`src/rtl/ram_cmd_responder_pkg.sv`:
```
// ram_cmd_responder_pkg
//  Shared definitions for the CPU-to-RAM command interface. The operation
//  codes live here so the controller and this responder import one source.
//  - op_e          : command codes on the operation bus (IDLE/GET/SET/RESET)
//  - DEF_*         : default geometry and latency of the responder
package ram_cmd_responder_pkg;

    typedef enum logic [1:0] {
        OP_IDLE  = 2'd0,
        OP_GET   = 2'd1,
        OP_SET   = 2'd2,
        OP_RESET = 2'd3
    } op_e;

    localparam int DEF_DATA_W   = 16;
    localparam int DEF_ADDR_W   = 4;
    localparam int DEF_DEPTH    = 16;
    localparam int DEF_READ_LAT = 1;

endpackage

```
`src/rtl/ram_cmd_responder_regfile.sv`:
```
// ram_regfile
//  DEPTH x DATA_W register-file array. Asynchronously cleared to zero by
//  reset_n, one synchronous write port, one combinational read port.
//  Ports:
//   clk      in   rising-edge clock
//   reset_n  in   asynchronous active-low clear of every word
//   we       in   write enable
//   waddr    in   write address
//   wdata    in   write data
//   raddr    in   read address
//   rdata    out  word at raddr (combinational)
module ram_regfile #(
    parameter int DATA_W = 16,
    parameter int ADDR_W = 4,
    parameter int DEPTH  = 16
) (
    input  logic              clk,
    input  logic              reset_n,
    input  logic              we,
    input  logic [ADDR_W-1:0] waddr,
    input  logic [DATA_W-1:0] wdata,
    input  logic [ADDR_W-1:0] raddr,
    output logic [DATA_W-1:0] rdata
);

    // Every address must map to a real word, so no range checks are needed.
    generate
        if (DEPTH != (1 << ADDR_W)) begin : g_bad_depth
            $error("ram_regfile: DEPTH must equal 2**ADDR_W");
        end
    endgenerate

    logic [DATA_W-1:0] mem_reg [DEPTH];

    always_ff @(posedge clk or negedge reset_n) begin
        if (!reset_n) begin
            for (int i = 0; i < DEPTH; i++) begin
                mem_reg[i] <= '0;
            end
        end else if (we) begin
            mem_reg[waddr] <= wdata;
        end
    end

    assign rdata = mem_reg[raddr];

endmodule

```
`src/rtl/ram_cmd_responder.sv`:
```
// ram_cmd_responder
//  Responder end of the CPU-to-RAM command interface. Executes GET, SET and
//  RESET (clear all words) against a DEPTH x DATA_W register file and reports
//  completion with a level handshake on done.
//  Ports:
//   clk        in   rising-edge clock
//   reset_n    in   asynchronous active-low reset
//   operation  in   command code (op_e)
//   address    in   word address, sampled when a command is accepted
//   data_in    in   SET data, sampled when a command is accepted
//   data_out   out  last word read; held until the next GET completes
//   done       out  command complete; held until operation leaves that code
//   busy       out  high from acceptance until done rises
module ram_cmd_responder
    import ram_cmd_responder_pkg::*;
#(
    parameter int DATA_W   = DEF_DATA_W,
    parameter int ADDR_W   = DEF_ADDR_W,
    parameter int DEPTH    = DEF_DEPTH,
    parameter int READ_LAT = DEF_READ_LAT
) (
    input  logic              clk,
    input  logic              reset_n,
    input  logic [1:0]        operation,
    input  logic [ADDR_W-1:0] address,
    input  logic [DATA_W-1:0] data_in,
    output logic [DATA_W-1:0] data_out,
    output logic              done,
    output logic              busy
);

    generate
        if (READ_LAT < 1) begin : g_bad_lat
            $error("ram_cmd_responder: READ_LAT must be at least 1");
        end
    endgenerate

    // The latency counter only ever counts up to READ_LAT-1.
    localparam int LAT_W = (READ_LAT > 1) ? $clog2(READ_LAT) : 1;

    typedef enum logic [2:0] {
        S_IDLE,
        S_READ,
        S_WRITE,
        S_CLEAR,
        S_DONE
    } state_e;

    state_e            state_reg;
    logic [1:0]        op_reg;
    logic [ADDR_W-1:0] addr_reg;
    logic [DATA_W-1:0] data_reg;
    logic [ADDR_W-1:0] clr_cnt_reg;
    logic [LAT_W-1:0]  lat_cnt_reg;
    logic [DATA_W-1:0] data_out_reg;
    logic              done_reg;
    logic              busy_reg;

    logic              lat_expired;
    logic              mem_we;
    logic [ADDR_W-1:0] mem_waddr;
    logic [DATA_W-1:0] mem_wdata;
    logic [DATA_W-1:0] mem_rdata;

    assign lat_expired = (lat_cnt_reg == LAT_W'(READ_LAT - 1));

    // The clear sweep owns the write port while in S_CLEAR; otherwise the
    // only writer is a SET whose latency has elapsed.
    always_comb begin
        mem_we    = 1'b0;
        mem_waddr = addr_reg;
        mem_wdata = data_reg;
        if (state_reg == S_CLEAR) begin
            mem_we    = 1'b1;
            mem_waddr = clr_cnt_reg;
            mem_wdata = '0;
        end else if (state_reg == S_WRITE && lat_expired) begin
            mem_we = 1'b1;
        end
    end

    ram_regfile #(
        .DATA_W (DATA_W),
        .ADDR_W (ADDR_W),
        .DEPTH  (DEPTH)
    ) u_regfile (
        .clk     (clk),
        .reset_n (reset_n),
        .we      (mem_we),
        .waddr   (mem_waddr),
        .wdata   (mem_wdata),
        .raddr   (addr_reg),
        .rdata   (mem_rdata)
    );

    always_ff @(posedge clk or negedge reset_n) begin
        if (!reset_n) begin
            state_reg    <= S_IDLE;
            op_reg       <= OP_IDLE;
            addr_reg     <= '0;
            data_reg     <= '0;
            clr_cnt_reg  <= '0;
            lat_cnt_reg  <= '0;
            data_out_reg <= '0;
            done_reg     <= 1'b0;
            busy_reg     <= 1'b0;
        end else begin
            case (state_reg)
                S_IDLE: begin
                    if (operation != OP_IDLE) begin
                        op_reg      <= operation;
                        addr_reg    <= address;
                        data_reg    <= data_in;
                        busy_reg    <= 1'b1;
                        lat_cnt_reg <= '0;
                        clr_cnt_reg <= '0;
                        case (operation)
                            OP_GET:  state_reg <= S_READ;
                            OP_SET:  state_reg <= S_WRITE;
                            default: state_reg <= S_CLEAR;
                        endcase
                    end
                end
                S_READ: begin
                    if (lat_expired) begin
                        data_out_reg <= mem_rdata;
                        done_reg     <= 1'b1;
                        busy_reg     <= 1'b0;
                        state_reg    <= S_DONE;
                    end else begin
                        lat_cnt_reg <= lat_cnt_reg + 1'b1;
                    end
                end
                S_WRITE: begin
                    // The write itself happens through mem_we on this edge.
                    if (lat_expired) begin
                        done_reg  <= 1'b1;
                        busy_reg  <= 1'b0;
                        state_reg <= S_DONE;
                    end else begin
                        lat_cnt_reg <= lat_cnt_reg + 1'b1;
                    end
                end
                S_CLEAR: begin
                    if (clr_cnt_reg == ADDR_W'(DEPTH - 1)) begin
                        done_reg  <= 1'b1;
                        busy_reg  <= 1'b0;
                        state_reg <= S_DONE;
                    end else begin
                        clr_cnt_reg <= clr_cnt_reg + 1'b1;
                    end
                end
                S_DONE: begin
                    // Holding the same code keeps done high without re-running
                    // the command; any other code (IDLE or new) ends the cycle.
                    if (operation != op_reg) begin
                        done_reg  <= 1'b0;
                        state_reg <= S_IDLE;
                    end
                end
                default: begin
                    state_reg <= S_IDLE;
                end
            endcase
        end
    end

    assign data_out = data_out_reg;
    assign done     = done_reg;
    assign busy     = busy_reg;

endmodule
```
`config.mk`:
```
export PLATFORM = sky130hd
export DESIGN_NAME = ram_cmd_responder
export DESIGN_NICKNAME = d
export VERILOG_FILES = /design/src/rtl/ram_cmd_responder_pkg.sv /design/src/rtl/ram_cmd_responder_regfile.sv /design/src/rtl/ram_cmd_responder.sv
export SDC_FILE = /design/constraint.sdc
export NUM_CORES = 1
export LEC_CHECK = 0
export CAP_MARGIN = 20
export CORE_MARGIN = 3
export CORE_UTILIZATION = 56
export CTS_CLUSTER_DIAMETER = 50
export DETAILED_ROUTE_END_ITERATION = 8
export PLACE_DENSITY = 0.84
export SYNTH_ARGS = -nofsm -noshare
export SYNTH_HDL_FRONTEND = slang
export SYNTH_HIERARCHICAL = 1
export SYNTH_SLANG_ARGS = --single-unit
```
`constraint.sdc`:
```
create_clock -name clk -period 2.9 [get_ports clk]
set_input_delay 0.87 -clock clk [delete_from_list [all_inputs] [get_ports clk]]
set_output_delay 0.87 -clock clk [all_outputs]
set_load 0.02 [all_outputs]
```
# Word-level counts from Yosys, hierarchy flattened
# Index checks and enable logic that the tools add are counted.
[totals]
regBits = 304
latch_bits = 0
ramBits = 0
romBits = 0
input_bits = 24
output_inout_bits = 18
wordCells = 92
memories = 0
[op_classes]
add_sub_neg = 2
multipliers = 0
div = 0
n_lt_le_gt_ge = 3
eq_ne = 13
n_shift = 0
muxes = 30
bitwise_logic = 3
n_reduce_logical = 16
[op_table]
columns = ["op", "n"]
rows = [
  ["$bwmux 256", 1],
  ["$bmux 16 s4", 1],
  ["$demux 16 s4", 1],
  ["$mux 16", 4],
  ["$mux 3", 4],
  ["$mux 4", 3],
  ["$pmux 3 s4", 1],
  ["$reduce_and 4->1", 3],
  ["$ge 5x5->1 const B", 2],
  ["$mux 1", 10],
  ["$not 4->5", 2],
  ["$ne 2x2->1 const B", 4],
  ["$pmux 4 s2", 1],
  ["$eq 3x2->1 const B", 2],
  ["$pmux 1 s3", 2],
  ["$reduce_and 2->1", 3],
  ["$reduce_bool 2->1", 3],
  ["$reduce_bool 3->1", 2],
  ["$lt 5x1->1 const B", 1],
  ["$add 4x1->4 const B", 1],
  ["$eq 4x4->1 const B", 1],
  ["$pmux 2 s2", 1],
  ["$eq 3x1->1 const B", 1],
  ["$eq 3x3->1 const B", 1],
  ["11 further kinds", 12],
]

# Logic depth before layout (Yosys ltp)
# Gate-level depths: netlist of the first run.
[logic_depth]
depth_word = 8
ltp_mapped = 11

# Hierarchy
# The synthesis of the first run kept the hierarchy.
[by_module_without_submodules]
columns = ["mod", "n_inst", "cells_each", "area_per_inst_um2", "seq_area_each_um2"]
rows = [
  ["ram_regfile", 1, 712, 11607.4, 6406.1],
  ["ram_cmd_responder", 1, 201, 2065.7, 1176.1],
]

# Worst setup path before layout of the first run
# No wires, ideal clock.
[synth_path]
path_kind = "register to register"
from = "register state_reg[2]"
to = "register u_regfile/mem_reg[69] (netlist name)"
arrival_ns = 2.575
t_required_ns = 2.775
slack_ns = 0.201
path_stages_with_launch = 11
n_path_buf = 4
path_cell_list = "dfrtp_1 -> buf_2 -> inv_1 -> nand3_1 -> clkbuf_1 -> mux2_2 -> buf_4 -> nand2b_4 -> nor2_1 -> buf_2 -> mux2_2"
[synth_between]
elab_chain_len = 8
[synth_lines]
columns = ["element", "line_no", "text"]
rows = [
  ["start: declaration", "ram_cmd_responder.sv:49", "state_e state_reg;"],
  ["start signal: assignment", "ram_cmd_responder.sv:98", "state_reg <= S_IDLE;"],
  ["start signal: assignment", "ram_cmd_responder.sv:118", "OP_GET: state_reg <= S_READ;"],
  ["start signal: assignment", "ram_cmd_responder.sv:119", "OP_SET: state_reg <= S_WRITE;"],
  ["$eq 3x2->1 (*)", "ram_cmd_responder.sv:73", "if (state_reg == S_CLEAR) begin"],
  ["$mux 4 (*)", "ram_cmd_responder.sv:73", ""],
  ["named net mem_waddr[2]", "ram_cmd_responder.sv:61", "logic [ADDR_W-1:0] mem_waddr;"],
  ["$not 4->5 (implied by the code) (*)", "ram_cmd_responder_regfile.sv:41", "mem_reg[waddr] <= wdata;"],
  ["$ge 5x5->1 (implied by the code) / $lt 5x1->1 (equally long branches)", "ram_cmd_responder_regfile.sv:41", ""],
  ["$logic_and 1x1->1 (implied by the code)", "ram_cmd_responder_regfile.sv:41", ""],
  ["$mux 16 (implied by the code)", "ram_cmd_responder_regfile.sv:41", ""],
  ["$demux 16 s4 (*)", "ram_cmd_responder_regfile.sv:41", ""],
  ["$bwmux 256 (*)", "ram_cmd_responder_regfile.sv:41", ""],
  ["end signal: indexed assignment", "ram_cmd_responder_regfile.sv:41", ""],
  ["end: declaration", "ram_cmd_responder_regfile.sv:33", "logic [DATA_W-1:0] mem_reg [DEPTH];"],
]
# Mark *: on every way through the listed nets, which the timed path passes. The rest lies on a longest branch.
# A chain may end at the register's enable or synchronous reset.

# Worst setup path in the final report of the first run
[layout_path]
from = "register state_reg[0]"
to = "register u_regfile/mem_reg[249] (netlist name)"
# The elaborated chain is that of the path after synthesis.

==> impl_metrics.ini, run 1 <==
[outcome]
run_status = finished, final reports clean

[placed_design]
place_congestion = 0.798
place_area_mm2 = 0.0146
portBuffers = 41
hpwl_um = 18300

[critical_path]
path_class = flip-flop to flip-flop
cp_slowest_stage_delay_ns = 0.76
end_kind = flip-flop
start_kind = flip-flop
required_ns = 3.28
slowest_stage = or4_4
reg2reg_slack_ns = 0.44
cp_num_cells = 4
cp_num_buf_inv = 0
reg2reg_depth = 4
startpoint = state_reg[0]
arrival_ns = 2.84
regToRegEndpoint = u_regfile/mem_reg[249]
critPathMaxFanout = 16
critical_path.cell_chain = nand3_1 -> mux2_2 -> or4_4 -> mux2_4
crit_path_end = u_regfile/mem_reg[249]
crit_family = simple AND/OR/NAND/NOR gates
worstReg2RegStart = state_reg[0]

[cts]
holdBufCountCts = 0
clock-sinks = 303
cts-resized-gates = 0
cts_buffer_depth = 3
insertion_delay_ns = 0.51
cts_root_buf = clkbuf_16
clk_pin_slew_ns = 0.06
h-tree-depth = 2
cts_buffers = 35
postCtsSetupRepairBufs = 0
cts_tree = built

[logic_synthesis]
synth_xor_area_share_pct = 0.192
synth.mux.area_fraction_pct = 33.6
avgSynthCellArea_um2 = 15.0
synthAdderAreaFrac_pct = 0.0915
yosys.area_share.simple_pct = 5.51
syn-instance-count = 913
synth-edff-count = 0
yosysTopAreaCellShare_pct = 55.5
synth_top_family_by_area = multiplexers
synth_area_mm2 = 0.0137
synth-compound-area-share_pct = 2.42
async_flop_share_pct = 100
synth_ff_type = dfrtp_1
ys_ff_latch = 303
ys_top_cells_by_area = dfrtp_1, mux2_2, mux4_2, nand2_1, a22oi_1
synth_nets = 938
ys_warn_count = 6
yosysUniqueCellTypes = 40
synth.largest_area_cell = dfrtp_1
ys_seq_area_share_pct = 55.5

[die]
die_h_um = 162
core-area_mm2 = 0.0238
die_w_um = 162
std_cell_rows = 56
ioPinCount = 42
initial_core_util_pct = 57.6
fp.dieArea_mm2 = 0.0263

[timing]
fin_crit_sh_pct = 84.8
fin_crit_ns = 2.46
skew_ns = 0.0219
drv_slew = 0
rsz0062_at_grt = false
maxSlewHeadroom_pct = 27.5
setup_viol = 0
fmax_mhz = 406
finalSetupTns_ns = 0
holdWs_ns = 0.326
tightest_slew_ns = 1.09
hold_viol_final = 0

[pwr]
p_per_area_mw_per_mm2 = 1100
ir_worst_vdd_v = 0.00101
p_sw_mw = 5.62
swShare_pct = 32.7
power_frac_seq_pct = 40.0
pwr-share-comb_pct = 35.6
power.internal_mw = 11.6
clkPwrFrac_pct = 24.4
p_leak_nw = 7.31

[global_route]
grt_pass1_wl_um = 48800
track_usage_pct = 24.1
grt_antenna_before_repair = 0
grt_pass1_vias = 8727
gr-total-overflow = 0
grt_max_degree = 66

[drt]
first_pass_iters = 5
routed_wl_um = 30500
detailroute.via_count = 7977
routed_via_density = 6.11
wl_per_cell_um = 23.4
first_iter_violations = 574
drc = 0
drtAntennaViolNets = 0

[cells_and_area]
layout_commonest_cell = dfrtp_1
final_area_mm2 = 0.0157
fin_nets = 990
layout_common_cells = dfrtp_1, mux2_2, nand2_1, mux4_2, clkdlybuf4s50_1
largest_reg_flops = 256
antennaDiodeCount = 0
area_growth_pct = 14.7
drive_above_1_share_pct = 46.6

[worst_hold_path]
hold_path_class = primary input to async pin

[flow_run]
max-cap-violations = 0
-- through the flow --
step                power (mW)  std cells  setup slack [ns]  utilization, %
global route              18.1       1306             0.367            66.0
floorplan                 11.2        913             0.201               -
detailed placement        13.0       1247             0.355            61.4
finish                    17.2       1306             0.439            66.0
global placement          12.7       1247             0.389            61.4
CTS                       17.3       1306             0.444            66.0
-- power groups by stage --
stage,combinational [mW],sequential [mW],clock [mW]
after CTS,6.13,6.88,4.25
after global routing,6.58,7.09,4.44
after detailed placement,6.07,6.91,0
final,6.12,6.88,4.18
after floorplan,4.61,6.62,0
after global placement,5.88,6.78,0
-- worst reg2reg max path, delay by kind of cell, from the launching register on --
| family | cells | cell delay [ns] |
|---|---|---|
| DFF | 1 | 0.44 |
| and+or+nand+nor | 2 | 1.00 |
| muxes | 2 | 0.91 |
-- synthesized netlist by cell type (all sizes together) (3+ instances only) --
library cell	count
a22oi	32
inv	3
buf	37
or3	4
nor2	11
nor3	9
dfrtp	303
mux4	64
nand3	6
nand2b	3
mux2	277
o21ai	4
a21oi	6
and2	17
nor2b	4
clkbuf	31
nand2	86
-- cell type report --
type / instances / area, um2
Tap cell: 319 / 399
Sequential cell: 303 / 7590
Timing Repair Buffer: 83 / 831
Clock buffer: 48 / 1010
Multi-Input combinational cell: 539 / 5750
Clock inverter: 11 / 92.6
Inverter: 3 / 11.3
Fill cell: 1610 / 8080
-- routing by layer --
metal,part of all wire [%],routed length (um),GRT usage (%)
met1,41,12600,33.5
met2,51,15500,40.0
met3,5.6,1710,3.95
met4,2.2,674,6.44
met5,0,0,0
-- worst min path at each step --
stage | depth (start not counted) | slack, ns | from | endpoint
5_1_grt | 1 | 0.36 | reset_n | u_regfile/mem_reg[122]
2_1_floorplan | 2 | 0.44 | data_reg[0] | data_reg[0]
3_3_place_gp | 2 | 0.45 | data_reg[8] | data_reg[8]
6_report | 1 | 0.33 | reset_n | u_regfile/mem_reg[122]
3_5_place_dp | 2 | 0.45 | data_reg[7] | data_reg[7]
4_1_cts | 1 | 0.33 | reset_n | u_regfile/mem_reg[105]
-- logic make-up after synthesis --
group           Yosys count
mux                     341
flops                   303
simple gates            148
xor+xnor                  3
buf+inv                  71
fa+ha+maj                 1
compound gates           46
No activity file was read; power rests on OpenSTA's default activity.
==> inputs of run 2 (changes only) <==
==> constraint.sdc (replaced) <==
create_clock -name clk -period 2.07 [get_ports clk]
set_input_delay 0.621 -clock clk [delete_from_list [all_inputs] [get_ports clk]]
set_output_delay 0.621 -clock clk [all_outputs]
set_load 0.02 [all_outputs]
==> run 2 against run 1 <==
Compared with the run above: the run now ends with setup timing left; sequential share of layout area is 5.2 points lower; final cell count up 5.4%; wire length rose by 34%; clock skew up 0.0026 ns; non-clock buffer count increased by 69; count of clock-buffer cells in the layout stayed put; global-route usage grew 5.2 points; combinational power rose by 96%; highest routed layer unchanged.
==> impl_metrics.ini, run 2 (synthesized netlist as in run 1, its figures left out) <==
[critical_path]
slowest_stage = dfrtp_1
end_kind = flip-flop
cp_slowest_stage_delay_ns = 0.38
arrival_ns = 2.65
critical_path.cell_chain = inv_2 -> nand3_4 -> mux2_4 -> buf_6 -> nand3b_1 -> nor3_4 -> buf_6 -> mux2_2
start_kind = flip-flop
critPathMaxFanout = 11
required_ns = 2.44
cpMostUsedCell = buf_6
path_class = flip-flop to flip-flop

[pwr]
ir_worst_vdd_v = 0.00139
p_per_area_mw_per_mm2 = 1590
power_mw = 27.9
p_leak_nw = 8.16

[timing]
skew_ns = 0.0246
maxSlewHeadroom_pct = 41.7
rsz0062_at_grt = true
fin_crit_ns = 2.28
layout_setup_ws_ns = -0.209
finalSetupTns_ns = -20.69
fin_crit_sh_pct = 110
tightest_slew_ns = 0.874
drv_slew = 0
setup_viol = 239
fmax_mhz = 439
hold_viol_final = 0

[cts]
cts_buffer_depth = 3
cts_buffers = 34
h-tree-depth = 2
clock-sinks = 303
clk_pin_slew_ns = 0.06
cts_root_buf = clkbuf_16
cts_tree = built
insertion_delay_ns = 0.51

[global_route]
track_usage_pct = 29.3
gr-total-overflow = 0
grt_pass1_wl_um = 57800
grt_max_degree = 67
grt_pass1_vias = 9542
grt_antenna_before_repair = 0

[die]
die_h_um = 162
std_cell_rows = 56
initial_core_util_pct = 57.6
fp.dieArea_mm2 = 0.0263
core-area_mm2 = 0.0238
ioPinCount = 42
die_w_um = 162

[cells_and_area]
layout_common_cells = dfrtp_1, mux2_4, mux2_2, nand2_1, mux4_2
area_growth_pct = 28.5
fin_util_pct = 74.0
drive_above_1_share_pct = 53.1
layout_commonest_cell = dfrtp_1
final_area_mm2 = 0.0176
largest_reg_flops = 256
stdcell_count = 1377
fin_nets = 1058
antennaDiodeCount = 0

[drt]
first_iter_violations = 849
routed_wl_um = 41000
drtAntennaViolNets = 0
drc = 0
wl_per_cell_um = 29.8
detailroute.via_count = 8943
first_pass_iters = 5
routed_via_density = 6.49

[placed_design]
portBuffers = 41
dpl.cell_count = 1283
hpwl_um = 19600
place_congestion = 0.816
place_area_mm2 = 0.0152

[outcome]
violations = setup timing
run_status = complete, but fails checks

[worst_hold_path]
hold_path_class = primary input to async pin

[flow_run]
max-cap-violations = 0
## run 2: cell count changes in the layout (fill, tap and decap cells not counted), moves of 5 or more
| cell | delta |
|---|---|
| buf_6 | +26 |
| dlygate4sd2_1 | +18 |
| buf_12 | +24 |
| mux2_4 | +156 |
| buf_4 | +5 |
| clkdlybuf4s50_1 | -18 |
| buf_8 | +8 |
| a22oi_1 | -18 |
| mux2_2 | -156 |
| nor2_4 | +6 |
| a22oi_2 | +18 |
| nor2_2 | -6 |
## run 2: report_power, final
part           total (mW)  switching, mW  internal (mW)
combinational        12.0           5.71           6.27
sequential           10.0           1.68           8.32
clock                5.95           2.45           3.50
total                27.9           9.84           18.1
## run 2: repair_timing
| action | CTS | global route |
|---|---|---|
| gates resized for setup | 162 | 85 |
| hold buffers | 0 | 0 |
| endpoints found under the setup margin | 236 | 266 |
| pin swaps | 8 | 18 |
| cloned | 6 | 4 |
| buffers inserted | 18 | 9 |
## run 2: layout make-up
class	count	area, um2
well taps	319	399
fillers	1239	6190
inverters	3	11.3
repair buffers	152	1900
clock inverters	13	111
multi-input cells	539	6570
flip-flops and latches	303	7590
clock buffers	48	995
## run 2: worst max-delay path, delay by kind of cell, from the launching register on
family	cells	cell delay (ns)
multiplexers	2	0.70
flip-flops	1	0.38
AND/OR/NAND/NOR	3	0.62
buffers and inverters	3	0.43
## run 2: worst paths after layout
kind                       slack (ns)         start  depth (start not counted)                endpoint
min reg2reg                      0.47   data_reg[8]                          2             data_reg[8]
max                             -0.21  state_reg[2]                          8  u_regfile/mem_reg[235]
min in group clk                 0.47   data_reg[8]                          2             data_reg[8]
max reg2reg                     -0.21  state_reg[2]                          8  u_regfile/mem_reg[235]
min                              0.02       reset_n                          1   u_regfile/mem_reg[46]
max in group asynchronous        1.38       reset_n                          2  u_regfile/mem_reg[209]
## run 2: metrics by stage
stage	worst slack, ns	hold WS [ns]
5_1_grt	-0.274	0.0232
2_1_floorplan	-0.403	0.325
6_report	-0.209	0.0150
3_5_place_dp	-0.158	0.454
3_3_place_gp	-0.187	0.448
4_1_cts	-0.125	0.0147
## run 2: layer usage
metal / GRT usage (%) / vias up / part of all wire (%)
met3: 6.83 / 161 / 8.3
met5: 0 / - / 0
met2: 45.6 / 515 / 47
li1: - / 3561 / -
met4: 14.5 / 0 / 6.4
met1: 39.1 / 4706 / 38
